**config.mk**
```make
export PLATFORM = sky130hd
export DESIGN_NAME = bn_feeder
export DESIGN_NICKNAME = d
export VERILOG_FILES = /design/src/rtl/bn_feeder.sv
export SDC_FILE = /design/constraint.sdc
export NUM_CORES = 1
export LEC_CHECK = 0
export BUFFER_PORTS_ARGS = -buffer_cell sky130_fd_sc_hd__buf_2
export CORE_UTILIZATION = 53
export DETAILED_ROUTE_END_ITERATION = 8
export GPL_TIMING_DRIVEN = 0
export HOLD_SLACK_MARGIN = 0.02
export PLACE_DENSITY = 0.85
export SLEW_MARGIN = 25
export SYNTH_ARGS = -nofsm -noshare
export SYNTH_HDL_FRONTEND = slang
export SYNTH_SLANG_ARGS = --single-unit
```
**constraint.sdc**
```tcl
create_clock -name clk -period 3.5 [get_ports clk]
set_clock_uncertainty 0.2 [all_clocks]
set_input_delay 0.35 -clock clk [delete_from_list [all_inputs] [get_ports clk]]
set_output_delay 0.35 -clock clk [all_outputs]
set_load 0.02 [all_outputs]
```
**src/rtl/bn_feeder.sv**
```systemverilog
// Batch-norm feeder: streams NUM_ELEM feature words to the normalizer one at a time
// and writes each result back. Optional macro BN_FEEDER_ADDR_CHECK_EN checks the echoed channel.
module bn_feeder #(
  parameter int NUM_CH   = 20,
  parameter int NUM_ELEM = 50,
  parameter int TIMEOUT  = 15
) (
  input  logic        clk,
  input  logic        rst_n,
  input  logic        start,
  output logic        busy,
  output logic        done,
  output logic        error,
  output logic        mem_rd_en,
  output logic [5:0]  mem_rd_addr,
  input  logic [31:0] mem_rd_data,
  output logic        bn_en,
  output logic [31:0] bn_data,
  output logic [4:0]  bn_addr,
  input  logic        bn_valid_in,
  input  logic [31:0] bn_result_in,
  input  logic [4:0]  bn_result_addr,
  output logic        res_wr_en,
  output logic [5:0]  res_wr_addr,
  output logic [31:0] res_wr_data
);

  typedef enum logic [2:0] {
    S_IDLE, S_FETCH, S_LOAD, S_WAIT, S_WRITE, S_FINISH
  } state_e;

  localparam logic [5:0] LAST_ELEM  = 6'(NUM_ELEM - 1);
  localparam logic [4:0] LAST_CH    = 5'(NUM_CH - 1);
  localparam logic [4:0] TIMER_LAST = 5'(TIMEOUT - 1);

  state_e      state_q, state_d;
  logic [5:0]  elem_q, elem_d;
  logic [4:0]  ch_q, ch_d;
  logic [4:0]  timer_q, timer_d;
  logic        busy_q, busy_d, done_q, done_d, error_q, error_d;
  logic        rd_en_q, rd_en_d, bn_en_q, bn_en_d, wr_en_q, wr_en_d;
  logic [5:0]  rd_addr_q, rd_addr_d, wr_addr_q, wr_addr_d;
  logic [31:0] bn_data_q, bn_data_d, wr_data_q, wr_data_d;
  logic [4:0]  bn_addr_q, bn_addr_d;
  logic        addr_ok;

`ifdef BN_FEEDER_ADDR_CHECK_EN
  assign addr_ok = (bn_result_addr == ch_q);
`else
  logic unused_result_addr;
  assign unused_result_addr = ^bn_result_addr;
  assign addr_ok = 1'b1;
`endif

  // NOTE: every variable gets a default before the case so no path can infer a latch.
  always_comb begin
    state_d   = state_q;
    elem_d    = elem_q;
    ch_d      = ch_q;
    timer_d   = timer_q;
    error_d   = error_q;
    bn_data_d = bn_data_q;
    bn_addr_d = bn_addr_q;
    wr_addr_d = wr_addr_q;
    wr_data_d = wr_data_q;

    case (state_q)
      S_IDLE: begin
        if (start) begin
          state_d = S_FETCH;
          error_d = 1'b0;
          elem_d  = '0;
          ch_d    = '0;
        end
      end
      S_FETCH: state_d = S_LOAD;
      S_LOAD: begin
        bn_data_d = mem_rd_data;
        bn_addr_d = ch_q;
        timer_d   = '0;
        state_d   = S_WAIT;
      end
      S_WAIT: begin
        if (bn_valid_in) begin
          if (addr_ok) begin
            wr_addr_d = elem_q;
            wr_data_d = bn_result_in;
            state_d   = S_WRITE;
          end else begin
            error_d = 1'b1;
            state_d = S_FINISH;
          end
        end else if (timer_q == TIMER_LAST) begin
          // This cycle is the TIMEOUT-th without a result.
          error_d = 1'b1;
          state_d = S_FINISH;
        end else begin
          timer_d = timer_q + 5'd1;
        end
      end
      S_WRITE: begin
        if (elem_q == LAST_ELEM) begin
          state_d = S_FINISH;
        end else begin
          elem_d  = elem_q + 6'd1;
          ch_d    = (ch_q == LAST_CH) ? '0 : ch_q + 5'd1;
          state_d = S_FETCH;
        end
      end
      S_FINISH: state_d = S_IDLE;
      default:  state_d = S_IDLE;
    endcase

    // Outputs are registered, so they are decoded from the state being entered.
    busy_d    = (state_d != S_IDLE);
    done_d    = (state_d == S_FINISH);
    rd_en_d   = (state_d == S_FETCH);
    rd_addr_d = (state_d == S_FETCH) ? elem_d : rd_addr_q;
    bn_en_d   = (state_d == S_WAIT);
    wr_en_d   = (state_d == S_WRITE);
  end

  // NOTE: sequential state uses non-blocking assignments so all registers update together.
  always_ff @(posedge clk or negedge rst_n) begin
    if (!rst_n) begin
      state_q   <= S_IDLE;
      elem_q    <= '0;
      ch_q      <= '0;
      timer_q   <= '0;
      busy_q    <= 1'b0;
      done_q    <= 1'b0;
      error_q   <= 1'b0;
      rd_en_q   <= 1'b0;
      rd_addr_q <= '0;
      bn_en_q   <= 1'b0;
      bn_data_q <= '0;
      bn_addr_q <= '0;
      wr_en_q   <= 1'b0;
      wr_addr_q <= '0;
      wr_data_q <= '0;
    end else begin
      state_q   <= state_d;
      elem_q    <= elem_d;
      ch_q      <= ch_d;
      timer_q   <= timer_d;
      busy_q    <= busy_d;
      done_q    <= done_d;
      error_q   <= error_d;
      rd_en_q   <= rd_en_d;
      rd_addr_q <= rd_addr_d;
      bn_en_q   <= bn_en_d;
      bn_data_q <= bn_data_d;
      bn_addr_q <= bn_addr_d;
      wr_en_q   <= wr_en_d;
      wr_addr_q <= wr_addr_d;
      wr_data_q <= wr_data_d;
    end
  end

  assign busy        = busy_q;
  assign done        = done_q;
  assign error       = error_q;
  assign mem_rd_en   = rd_en_q;
  assign mem_rd_addr = rd_addr_q;
  assign bn_en       = bn_en_q;
  assign bn_data     = bn_data_q;
  assign bn_addr     = bn_addr_q;
  assign res_wr_en   = wr_en_q;
  assign res_wr_addr = wr_addr_q;
  assign res_wr_data = wr_data_q;

endmodule

```
== Word level (Yosys, flattened, before mapping) ==
Cells that the tools add are included.
Cells by class
  bitwise logic cells: 0
  muxes and demuxes: 19
  equal/unequal tests: 16
  magnitude comparators: 0
  multipliers: 0
  divide/modulo/power cells: 0
  shifts and indexed selects: 0
  $add $sub $neg: 3
  reduce and logical (&&, ||, !) cells: 9
Operator list (count)
  5-bit 2-to-1 mux: 5
  5-bit one-hot mux with 2 select lines: 2
  3-bit one-hot mux with 5 select lines: 1
  3-bit 2-to-1 mux: 4
  6-bit 2-to-1 mux: 2
  6-bit one-hot mux with 2 select lines: 1
  5-bit by 1-bit adder with 5-bit output (second input constant): 2
  2-bit inequality test (second input constant): 5
  3-bit by 2-bit equality test with 1-bit output (second input constant): 3
  3-bit equality test (second input constant): 3
  6-bit by 1-bit adder with 6-bit output (second input constant): 1
  3-bit by 1-bit equality test with 1-bit output (second input constant): 2
  6-bit equality test (second input constant): 1
  3-bit AND reduction: 2
  2-bit nonzero test: 3
  5-bit by 4-bit equality test with 1-bit output (second input constant): 1
  5-bit equality test (second input constant): 1
  4-bit AND reduction: 1
  3-bit zero test: 1
  1-bit 2-to-1 mux: 3
  3-bit nonzero test: 1
  1-bit one-hot mux with 2 select lines: 1
  2-bit AND reduction: 1
Word-level totals
  bits in latches: 0
  register bits after elaboration: 106
  word-level logic and storage cells: 62
  output and inout port bits: 87
  memories kept: 0
  RAM bits: 0
  bits in read-only memories: 0

== Logic depth before layout (Yosys ltp) ==
Gate-level depths: netlist (run 1).
  word-level depth: 5
  depth in mapped cells: 7

== Worst setup path before layout (run 1) ==
Ideal clock, no wire load.
  kind: reg2reg
  start point: register state_q[1]
  end point: register bn_data_q[10] (netlist: bn_data[10])
  setup slack: 1778 ps
  data arrival time: 1397 ps
  stages on the path, launching flop included: 6
  library setup time: 125 ps
  data required time: 3175 ps
  path through: dfrtp_1 > buf_4 > nor3b_2 > buf_2 > buf_4 > mux2_2
Between the ends
  longest elaborated chain between the ends: 1
Ends and longest elaborated chain
  from (decl): RTL line 36  | state_e state_q, state_d;
  from (signal assigned): RTL line 142  | state_q <= state_d;
  3-bit by 2-bit equality test with 1-bit output: RTL line 67  | case (state_q)
  to (signal assigned): RTL line 152  | bn_data_q <= bn_data_d;
  to (decl): RTL line 43  | logic [31:0] bn_data_q, bn_data_d, wr_data_q, wr_data_d;
Every way passes these cells.
A chain may end at the register's enable or synchronous reset.

== Final worst setup path (run 1) ==
  start point: register elem_q[0]
  end point: register ch_q[4]
Between the ends
  longest elaborated chain between the ends: 3
Ends and longest elaborated chain
  from (decl): RTL line 37  | logic [5:0] elem_q, elem_d;
  from (signal assigned): RTL line 143  | elem_q <= elem_d;
  6-bit equality test: RTL line 102  | if (elem_q == LAST_ELEM) begin
  2-bit inequality test (no line)
  3-bit AND reduction (no line)
  to (signal assigned): RTL line 144  | ch_q <= ch_d;
  to (decl): RTL line 38  | logic [4:0] ch_q, ch_d;
Every way passes these cells.

==> impl_metrics.ini, run 1 <==
[status]
run_status = finished clean

[drt]
drt_iter0_markers = 100
totalWireLength_um = 9720
post_drt_via_cell_ratio = 5.18
via_count_of_the_routed_design = 3319
postRouteAntennaNets = 0
drt-pass1-iter-count = 4
post-route-drc-count = 0
drt-wirelength-per-cell_um = 15.2

[cts]
cts_tree = built
cts_setup_buffers = 0
clkLatencyLatePin_ps = 360
clockRootBuffer = sky130_fd_sc_hd__clkbuf_8
clock-sinks = 106
cts-buffers-inserted = 9
clk_pin_slew_worst_setup_hold_paths_ps = 100
htree_levels = 3
cts_max_path_buffers = 2
cts_resized = 0

[sta]
final-hold-violation-count = 0
timing.final.crit_share_pct = 57.5
finalCriticalPeriod_ps = 2010
setup-violations-final = 0
finalSetupTns_ps = 0
max_clock_freq_ghz = 0.497
worst_pin_slew_ps = 567
rsz0062_at_grt = false
slew_headroom_pct = 62.2
post_layout_worst_setup_margin_ps = 1490
final_max_slew_viol_count = 0

[setup_path]
path_cells = ha_1 -> nand4b_1 -> o211ai_2 -> inv_2 -> a31oi_1 -> o22ai_1
r2r_setup_slack_ps = 1490
worst_path_largest_cell_delay_ps = 490
critPathSlowestCell = sky130_fd_sc_hd__dfrtp_1
timing.critical_path.to_type = register
critPathArrivalTime_ps = 2050
regToRegEndpoint = ch_q[4]
worst_r2r_startpoint = elem_q[0]
worstSetupPathType = reg2reg
r2r_cells = 6
cp_data_required_time_ps = 3530
max_fanout_on_critical_path = 8
cp-start-kind = register

[global_route]
pin_count_of_the_biggest_net_entering_global_routing = 63
antenna_found_initial = 0
number_of_global_route_vias_before_repair = 3243
grt_first_pass_wirelength_um = 15300
global_route.overflow_total = 0
grt_use_total_pct = 23.2

[layout]
insertedDiodeCount = 0
fillerInstances = 523
multiInputGateArea_um2 = 1580
post_route_cells_drive_above_1_share_pct = 46.6
area.sequential_um2 = 2650
area_delta_synth_final_pct = 37.1
final_net_count = 612

[yosys]
post_synth_num_cell_types = 48
synth_area_per_cell_um2 = 13.6
synth_sequential_area_ratio_pct = 61.0
post_synth_instance_area_um2 = 4350
postSynthCellCount = 320
mappedNetlistNets = 398
ys_seq_elements = 106
yosysWarningCount = 0

[floorplanning]
die_w_um = 92.6
core_footprint_um2 = 7850
fp.dieH_um = 92.6
starting_density_of_the_core_pct = 55.4
floorplan.die_area_um2 = 8570
ios = 160
rows = 32

[min_path]
timing.hold.worst.start = bn_result_in[17]
hold_class = in2reg
timing.hold.worst_path_depth = 2
worst_hold_path.endpoint = res_wr_data[17]

[place]
input_output_buffers = 154
pre_cts_slack_ps = 1540
finalWeightedCongestion = 0.756
dp_hpwl_um = 6430

[flow_run]
drv_cap = 0

[power]
leakage_nw = 2.91
vdd_ir_drop_max_v = 0.000372
power_per_cell_area_nw_per_um2 = 843
-- stage by stage --
stage               power (mW)  util (%)  hold WS [ps]  std cells  area [um^2]
floorplan                 3.50         -          -146        320         4350
global placement          4.14      66.8           259        576         5250
detailed placement        4.25      67.3           169        577         5280
CTS                       5.04      75.2          20.0        635         5900
global route              5.31      76.0          20.4        641         5960
finish                    5.03      76.0          26.1        641         5960
-- final cells by class --
cell class,instances,share of cell area (%)
flip-flops and latches,106,44.5
inverters,7,0.441
repair buffers,203,21.6
well taps,102,2.14
clock buffers,11,2.37
clock inverters,5,1.01
multi-input cells,193,26.4
plain buffers,14,1.55
-- report_power, final --
part | leakage (nW) | switching (mW) | total (mW) | internal (mW)
registers | 1.32 | 0.267 | 1.99 | 1.72
clock network | 0.100 | 0.411 | 0.766 | 0.355
logic | 1.49 | 1.29 | 2.27 | 0.984
-- Yosys cell counts (all sizes together) --
master	instances	area share [%]
dfrtp	106	61
mux2	74	19
nand2	20	1.7
o21ai	19	2.3
nor2	14	1.2
buf	12	2.0
nand2b	8	1.2
inv	7	0.60
nand3	7	0.81
ha	5	1.4
a31oi	4	0.58
or2	4	0.58
and3	3	0.43
nor3	3	0.35
nor3b	3	1.0
o211ai	3	0.63
xnor2	3	0.60
clkbuf	2	0.17
nand4b	2	0.40
o22ai	2	0.29
o311ai	2	0.40
or4	2	0.35
a21oi	1	0.12
a221o	1	0.23
a221oi	1	0.20
a22o	1	0.20
and2	1	0.14
mux2i	1	0.23
nor2b	1	0.14
o21a	1	0.17
o221ai	1	0.20
o2bb2ai	1	0.20
o31ai	1	0.17
o41ai	1	0.20
or3b	1	0.20
or4b	1	0.23
xor2	1	0.20
-- flip-flops by register name, indices dropped and copies added, names as in the netlist --
register	cells
bn_addr	5
timer_q	5
mem_rd_addr	6
bn_data	32
done	1
res_wr_data	32
mem_rd_en	1
busy	1
res_wr_addr	6
bn_en	1
error	1
ch_q	5
res_wr_en	1
elem_q	6
state_q	3
-- logic make-up (layout without fill, tap and decap cells) --
group	Yosys count	in the layout	synth area share, %
simple gates	70	70	8.72
buf+inv	21	240	2.73
xor+xnor	4	4	0.806
flops	106	106	61.0
fa+ha+maj	5	5	1.44
mux	75	75	19.4
compound gates	39	39	5.87
-- worst max-delay path, delay by kind of cell, from the launching register on --
kind / cells / cell delay [ps]
buffers and inverters: 1 / 130
AO/OA/AOI/OAI: 3 / 670
AND/OR/NAND/NOR: 1 / 200
flip-flops: 1 / 490
adder cells (fa/ha/maj): 1 / 210
-- layer usage --
layer / GRT usage, % / up-vias / wire length [um]
li1: - / 1561 / -
met1: 27.9 / 1624 / 3950
met2: 40.2 / 108 / 5000
met3: 4.19 / 26 / 427
met4: 11.5 / 0 / 337
met5: 0 / - / 0
-- cell usage in the layout (no fill, tap or decap), drive strengths merged, types with 8 or more instances in the layout --
cell / n
nand2: 20
mux2: 74
nor2: 14
buf: 167
o21ai: 19
dlygate4sd3: 48
dfrtp: 106
inv: 9
nand2b: 8
clkbuf: 13
-- worst max-delay path by stage --
stage / start / end
3_3_place_gp: rst_n / bn_data[12]
2_1_floorplan: state_q[1] / bn_data[10]
3_5_place_dp: elem_q[0] / ch_q[3]
4_1_cts: elem_q[0] / ch_q[4]
6_report: elem_q[0] / ch_q[4]
5_1_grt: elem_q[0] / ch_q[3]
-- timing repair --
item,4_1_cts,5_1_grt
setup endpoints to repair,0,0
hold buffers,42,6
hold endpoints to repair,102,6
Power figures use the tool's default switching activity.
==> inputs of run 2 (changes only) <==
--- a/config.mk
+++ b/config.mk
@@ -6,11 +6,11 @@
 export NUM_CORES = 1
 export LEC_CHECK = 0
 export BUFFER_PORTS_ARGS = -buffer_cell sky130_fd_sc_hd__buf_2
-export CORE_UTILIZATION = 53
+export CORE_UTILIZATION = 44
 export DETAILED_ROUTE_END_ITERATION = 8
 export GPL_TIMING_DRIVEN = 0
 export HOLD_SLACK_MARGIN = 0.02
-export PLACE_DENSITY = 0.85
+export PLACE_DENSITY = 0.75
 export SLEW_MARGIN = 25
 export SYNTH_ARGS = -nofsm -noshare
 export SYNTH_HDL_FRONTEND = slang
==> constraint.sdc (replaced) <==
create_clock -name clk -period 1.7 [get_ports clk]
set_clock_uncertainty 0.2 [all_clocks]
set_input_delay 0.17 -clock clk [delete_from_list [all_inputs] [get_ports clk]]
set_output_delay 0.17 -clock clk [all_outputs]
set_load 0.02 [all_outputs]
==> impl_metrics.ini, run 2 (same netlist as run 1, synthesis figures left out) <==
[floorplanning]
rows = 35
ios = 160
floorplan.die_area_um2 = 10300
starting_density_of_the_core_pct = 46.2
fp.dieH_um = 101
die_w_um = 101
core_footprint_um2 = 9420

[cts]
cts-buffers-inserted = 9
clock-sinks = 106
htree_levels = 3
clk_pin_slew_worst_setup_hold_paths_ps = 110
cts_tree = built
cts_max_path_buffers = 2
clkLatencyLatePin_ps = 370
clockRootBuffer = sky130_fd_sc_hd__clkbuf_8

[global_route]
number_of_global_route_vias_before_repair = 3620
pin_count_of_the_biggest_net_entering_global_routing = 60
global_route.overflow_total = 0
grt_use_total_pct = 22.1
antenna_found_initial = 0
grt_first_pass_wirelength_um = 17200

[place]
input_output_buffers = 154
post-place-cells = 604
post_dp_cell_area_um2 = 5320
dp_hpwl_um = 6350
finalWeightedCongestion = 0.830

[setup_path]
timing.critical_path.to_type = register
worst_r2r_startpoint = elem_q[2]
critPathArrivalTime_ps = 1850
cp-start-kind = register
cp_data_required_time_ps = 1750
worst_path_largest_cell_delay_ps = 630
timing.critical_path.from = elem_q[2]
max_fanout_on_critical_path = 10
path_cells = nand2b_1 -> o211ai_2 -> buf_4 -> o21ai_0 -> o21ai_1
worstSetupPathType = reg2reg
cp_top_family = flip-flops
critPathSlowestCell = sky130_fd_sc_hd__dfrtp_1
buf_inv_on_cp = 1

[drt]
post-route-drc-count = 0
postRouteAntennaNets = 0
totalWireLength_um = 12000
post_drt_via_cell_ratio = 4.96
drt_iter0_markers = 113
drt-wirelength-per-cell_um = 16.4
via_count_of_the_routed_design = 3609
drt-pass1-iter-count = 4

[sta]
worst_pin_slew_ps = 542
setup-violations-final = 59
slew_headroom_pct = 63.8
rsz0062_at_grt = true
post_layout_worst_setup_margin_ps = -100
timing.final.crit_share_pct = 106
finalCriticalPeriod_ps = 1800
final_max_slew_viol_count = 0
max_clock_freq_ghz = 0.555
final-hold-violation-count = 0
finalSetupTns_ps = -1790

[layout]
insertedDiodeCount = 0
mostFrequentLayoutCell = sky130_fd_sc_hd__buf_2
final_cells = 728
final_net_count = 672
post-route-cell-area_um2 = 7010
most-common-layout-cells = 154 x sky130_fd_sc_hd__buf_2, 103 x sky130_fd_sc_hd__dfrtp_1, 67 x sky130_fd_sc_hd__dlygate4sd3_1
post-route-util_pct = 74.4
area_delta_synth_final_pct = 61.2
post_route_cells_drive_above_1_share_pct = 55.3
fillerInstances = 583

[power]
power_per_cell_area_nw_per_um2 = 1790
total_power_mw = 12.5
leakage_nw = 3.46
vdd_ir_drop_max_v = 0.000763

[flow_run]
drv_cap = 0

[status]
run_status = finished with violations
violated_checks = negative setup slack

[min_path]
hold_class = in2async
[run 2: cell count changes in the layout (fill, tap and decap cells not counted), moves of 4 or more]
cell | previous run | this run
sky130_fd_sc_hd__mux2_2 | 61 | 33
sky130_fd_sc_hd__buf_8 | 0 | 5
sky130_fd_sc_hd__mux2_1 | 13 | 1
sky130_fd_sc_hd__dlygate4sd3_1 | 48 | 67
sky130_fd_sc_hd__nor2_1 | 14 | 10
sky130_fd_sc_hd__nand2_1 | 20 | 16
sky130_fd_sc_hd__mux2_4 | 0 | 40
sky130_fd_sc_hd__buf_6 | 3 | 14
sky130_fd_sc_hd__buf_4 | 5 | 31
sky130_fd_sc_hd__buf_2 | 158 | 154
[run 2: area by class of cell]
| type | count | area (um^2) | area share, % |
|---|---|---|---|
| repair buffers | 265 | 1900 | 27.2 |
| plain buffers | 12 | 154 | 2.20 |
| clock buffers | 9 | 124 | 1.77 |
| well taps | 129 | 161 | 2.30 |
| flip-flops and latches | 106 | 2660 | 37.9 |
| inverters | 7 | 26.3 | 0.375 |
| clock inverters | 7 | 133 | 1.89 |
| multi-input cells | 193 | 1850 | 26.4 |
[run 2: worst paths after layout]
kind,endpoint,slack (ps),cells after the start
max,ch_q[2],-100,5
min,res_wr_addr[3],120,2
max reg2reg,ch_q[2],-100,5
min reg2reg,bn_addr[4],300,2
max in group asynchronous,state_q[2],530,3
min in group clk,bn_addr[4],300,2
[run 2: through the flow]
step,hold WS (ps),setup WS [ps]
2_1_floorplan,-326,13.5
3_3_place_gp,183,-847
3_5_place_dp,-20.9,-254
4_1_cts,132,-40.3
5_1_grt,167,-140
6_report,124,-100
[run 2: worst register-to-register path, cell delays in order, from the launching register on]
cell and delay (ps):
sky130_fd_sc_hd__dfrtp_1 630, sky130_fd_sc_hd__nand2b_1 230, sky130_fd_sc_hd__o211ai_2 150, sky130_fd_sc_hd__buf_4 180, sky130_fd_sc_hd__o21ai_0 190, sky130_fd_sc_hd__o21ai_1 120
[run 2: metal layers]
layer | track usage [%] | vias up | wire length, um
met5 | 0 | - | 0
met4 | 9.14 | 0 | 240
met3 | 3.86 | 23 | 492
met2 | 41.3 | 117 | 6580
met1 | 24.7 | 1780 | 4660
li1 | - | 1689 | -
[run 2: power breakdown]
part	internal [mW]	leakage [nW]	switching, mW
clock network	1.02	0.130	0.943
registers	3.56	1.32	0.631
logic	3.24	2.01	3.12
[run 2: timing repair]
| action | CTS | global route |
|---|---|---|
| pin swaps | 9 | 16 |
| endpoints found under the hold margin | 174 | 0 |
| hold buffers | 67 | 0 |
| cloned | 1 | 4 |
| endpoints found under the setup margin | 89 | 84 |
| buffers inserted | 31 | 8 |
| resized for setup | 28 | 74 |
==> inputs of run 3 (changes only) <==
--- a/config.mk
+++ b/config.mk
@@ -6,11 +6,11 @@
 export NUM_CORES = 1
 export LEC_CHECK = 0
 export BUFFER_PORTS_ARGS = -buffer_cell sky130_fd_sc_hd__buf_2
-export CORE_UTILIZATION = 44
+export CORE_UTILIZATION = 25
 export DETAILED_ROUTE_END_ITERATION = 8
 export GPL_TIMING_DRIVEN = 0
 export HOLD_SLACK_MARGIN = 0.02
-export PLACE_DENSITY = 0.75
+export REMOVE_ABC_BUFFERS = 1
 export SLEW_MARGIN = 25
 export SYNTH_ARGS = -nofsm -noshare
 export SYNTH_HDL_FRONTEND = slang
==> constraint.sdc (replaced) <==
create_clock -name clk -period 2.3 [get_ports clk]
set_clock_uncertainty 0.2 [all_clocks]
set_input_delay 0.23 -clock clk [delete_from_list [all_inputs] [get_ports clk]]
set_output_delay 0.23 -clock clk [all_outputs]
set_load 0.02 [all_outputs]
==> impl_metrics.ini, run 3 (same netlist as run 1, synthesis figures left out) <==
[drt]
postRouteAntennaNets = 0
post-route-drc-count = 0
drt-wirelength-per-cell_um = 13.4
drt-pass1-iter-count = 4
via_count_of_the_routed_design = 3279
drt_iter0_markers = 110
post_drt_via_cell_ratio = 4.26
totalWireLength_um = 10300

[setup_path]
critPathArrivalTime_ps = 2180
r2r_setup_slack_ps = 140
worst_r2r_startpoint = state_q[1]
max_fanout_on_critical_path = 24
r2r_cells = 5
regToRegEndpoint = res_wr_data[28]
worstSetupPathType = reg2reg
cp_data_required_time_ps = 2320
cp-start-kind = register
timing.critical_path.to_type = register

[floorplanning]
core_footprint_um2 = 16800
starting_density_of_the_core_pct = 25.9
floorplan.die_area_um2 = 17900
ios = 160
die_w_um = 134
fp.dieH_um = 134
rows = 47

[place]
finalWeightedCongestion = 0.784
input_output_buffers = 154
dp_hpwl_um = 6960
post-place-cells = 685

[sta]
setup-violations-final = 0
slew_headroom_pct = 68.8
rsz0062_at_grt = false
timing.final.crit_share_pct = 93.9
final_max_slew_viol_count = 0
max_clock_freq_ghz = 0.463
finalCriticalPeriod_ps = 2160
worst_pin_slew_ps = 467
final-hold-violation-count = 0

[global_route]
pin_count_of_the_biggest_net_entering_global_routing = 63
grt_use_total_pct = 12.1
grt_first_pass_wirelength_um = 17100
antenna_found_initial = 0
global_route.overflow_total = 0
number_of_global_route_vias_before_repair = 3451

[power]
p_sw_mw = 3.10
power.share.combinational_pct = 42.4
internal_power_mw = 5.01
power.clock.fraction_pct = 19.1
leakage_nw = 3.02
power_per_cell_area_nw_per_um2 = 1270
vdd_ir_drop_max_v = 0.000931
swShare_pct = 38.2
sequentialPowerShare_pct = 38.5

[layout]
insertedDiodeCount = 0
final_net_count = 622
fillerInstances = 1588
post_route_cells_drive_above_1_share_pct = 45.0
final_cells = 769
most-common-layout-cells = 153 x sky130_fd_sc_hd__buf_2, 105 x sky130_fd_sc_hd__dfrtp_1, 67 x sky130_fd_sc_hd__dlygate4sd3_1
post-route-util_pct = 38.2
area_delta_synth_final_pct = 47.1
mostFrequentLayoutCell = sky130_fd_sc_hd__buf_2

[cts]
cts_tree = built
htree_levels = 3
clk_pin_slew_worst_setup_hold_paths_ps = 80
clock-sinks = 106
clockRootBuffer = sky130_fd_sc_hd__clkbuf_16
cts_max_path_buffers = 2
clkLatencyLatePin_ps = 350
cts-buffers-inserted = 9

[flow_run]
drv_cap = 0

[status]
run_status = finished clean

[min_path]
worst_hold_path.endpoint = busy
timing.hold.worst.start = start
hold_class = in2reg
timing.hold.worst_path_depth = 3
run 3: routing by layer:
layer	GRT usage, %	wire length, um	up-vias
li1	-	-	1573
met1	13.8	4260	1568
met2	20.6	5130	126
met3	4.27	735	12
met4	4.67	167	0
met5	0	0	-
run 3: final cells by class:
| type | count | area, um^2 | share of cell area [%] |
|---|---|---|---|
| flip-flops and latches | 106 | 2650 | 41.5 |
| multi-input cells | 193 | 1590 | 24.9 |
| repair buffers | 227 | 1550 | 24.2 |
| well taps | 220 | 275 | 4.30 |
| clock buffers | 9 | 225 | 3.52 |
| clock inverters | 7 | 73.8 | 1.15 |
| inverters | 7 | 26.3 | 0.411 |
run 3: worst max path at each step:
stage | from | end | depth (start not counted)
2_1_floorplan | state_q[0] | timer_q[3] | 4
3_3_place_gp | state_q[0] | timer_q[4] | 4
3_5_place_dp | elem_q[0] | ch_q[4] | 6
4_1_cts | state_q[0] | res_wr_data[28] | 5
5_1_grt | state_q[1] | res_wr_data[28] | 5
6_report | state_q[1] | res_wr_data[28] | 5
run 3: worst max-delay path: stages (launching register included):
cell,delay (ps)
sky130_fd_sc_hd__dfrtp_1,580
sky130_fd_sc_hd__nand2_1,150
sky130_fd_sc_hd__nor2_1,170
sky130_fd_sc_hd__nand2_2,310
sky130_fd_sc_hd__buf_16,290
sky130_fd_sc_hd__mux2_1,320
run 3: what timing repair did:
action	CTS	global route
hold buffers	67	0
resized for setup	1	1
setup endpoints to repair	1	26
setup buffers	0	1
endpoints found under the hold margin	144	0
pin swaps	0	1
run 3: stage by stage:
stage          power (mW)  cell area [um^2]  TNS, ps  setup WS [ps]  hold slack [ps]
5_1_grt              8.63              6390        0           21.1             67.0
6_report             8.11              6390        0            140             19.2
4_1_cts              8.20              6390        0           11.0             23.8
3_3_place_gp         6.29              5300  -106900          -1780              244
2_1_floorplan        5.23              4250   -21770           -912             -266
3_5_place_dp         6.50              5410        0           4.52            -20.4
run 3: power groups by stage:
stage	Clock, mW	Combinational, mW	Sequential, mW
after detailed placement	0	3.36	3.14
after global routing	1.69	3.69	3.24
final	1.55	3.44	3.12
after global placement	0	3.19	3.10
after floorplan	0	1.28	3.94
after CTS	1.62	3.46	3.12
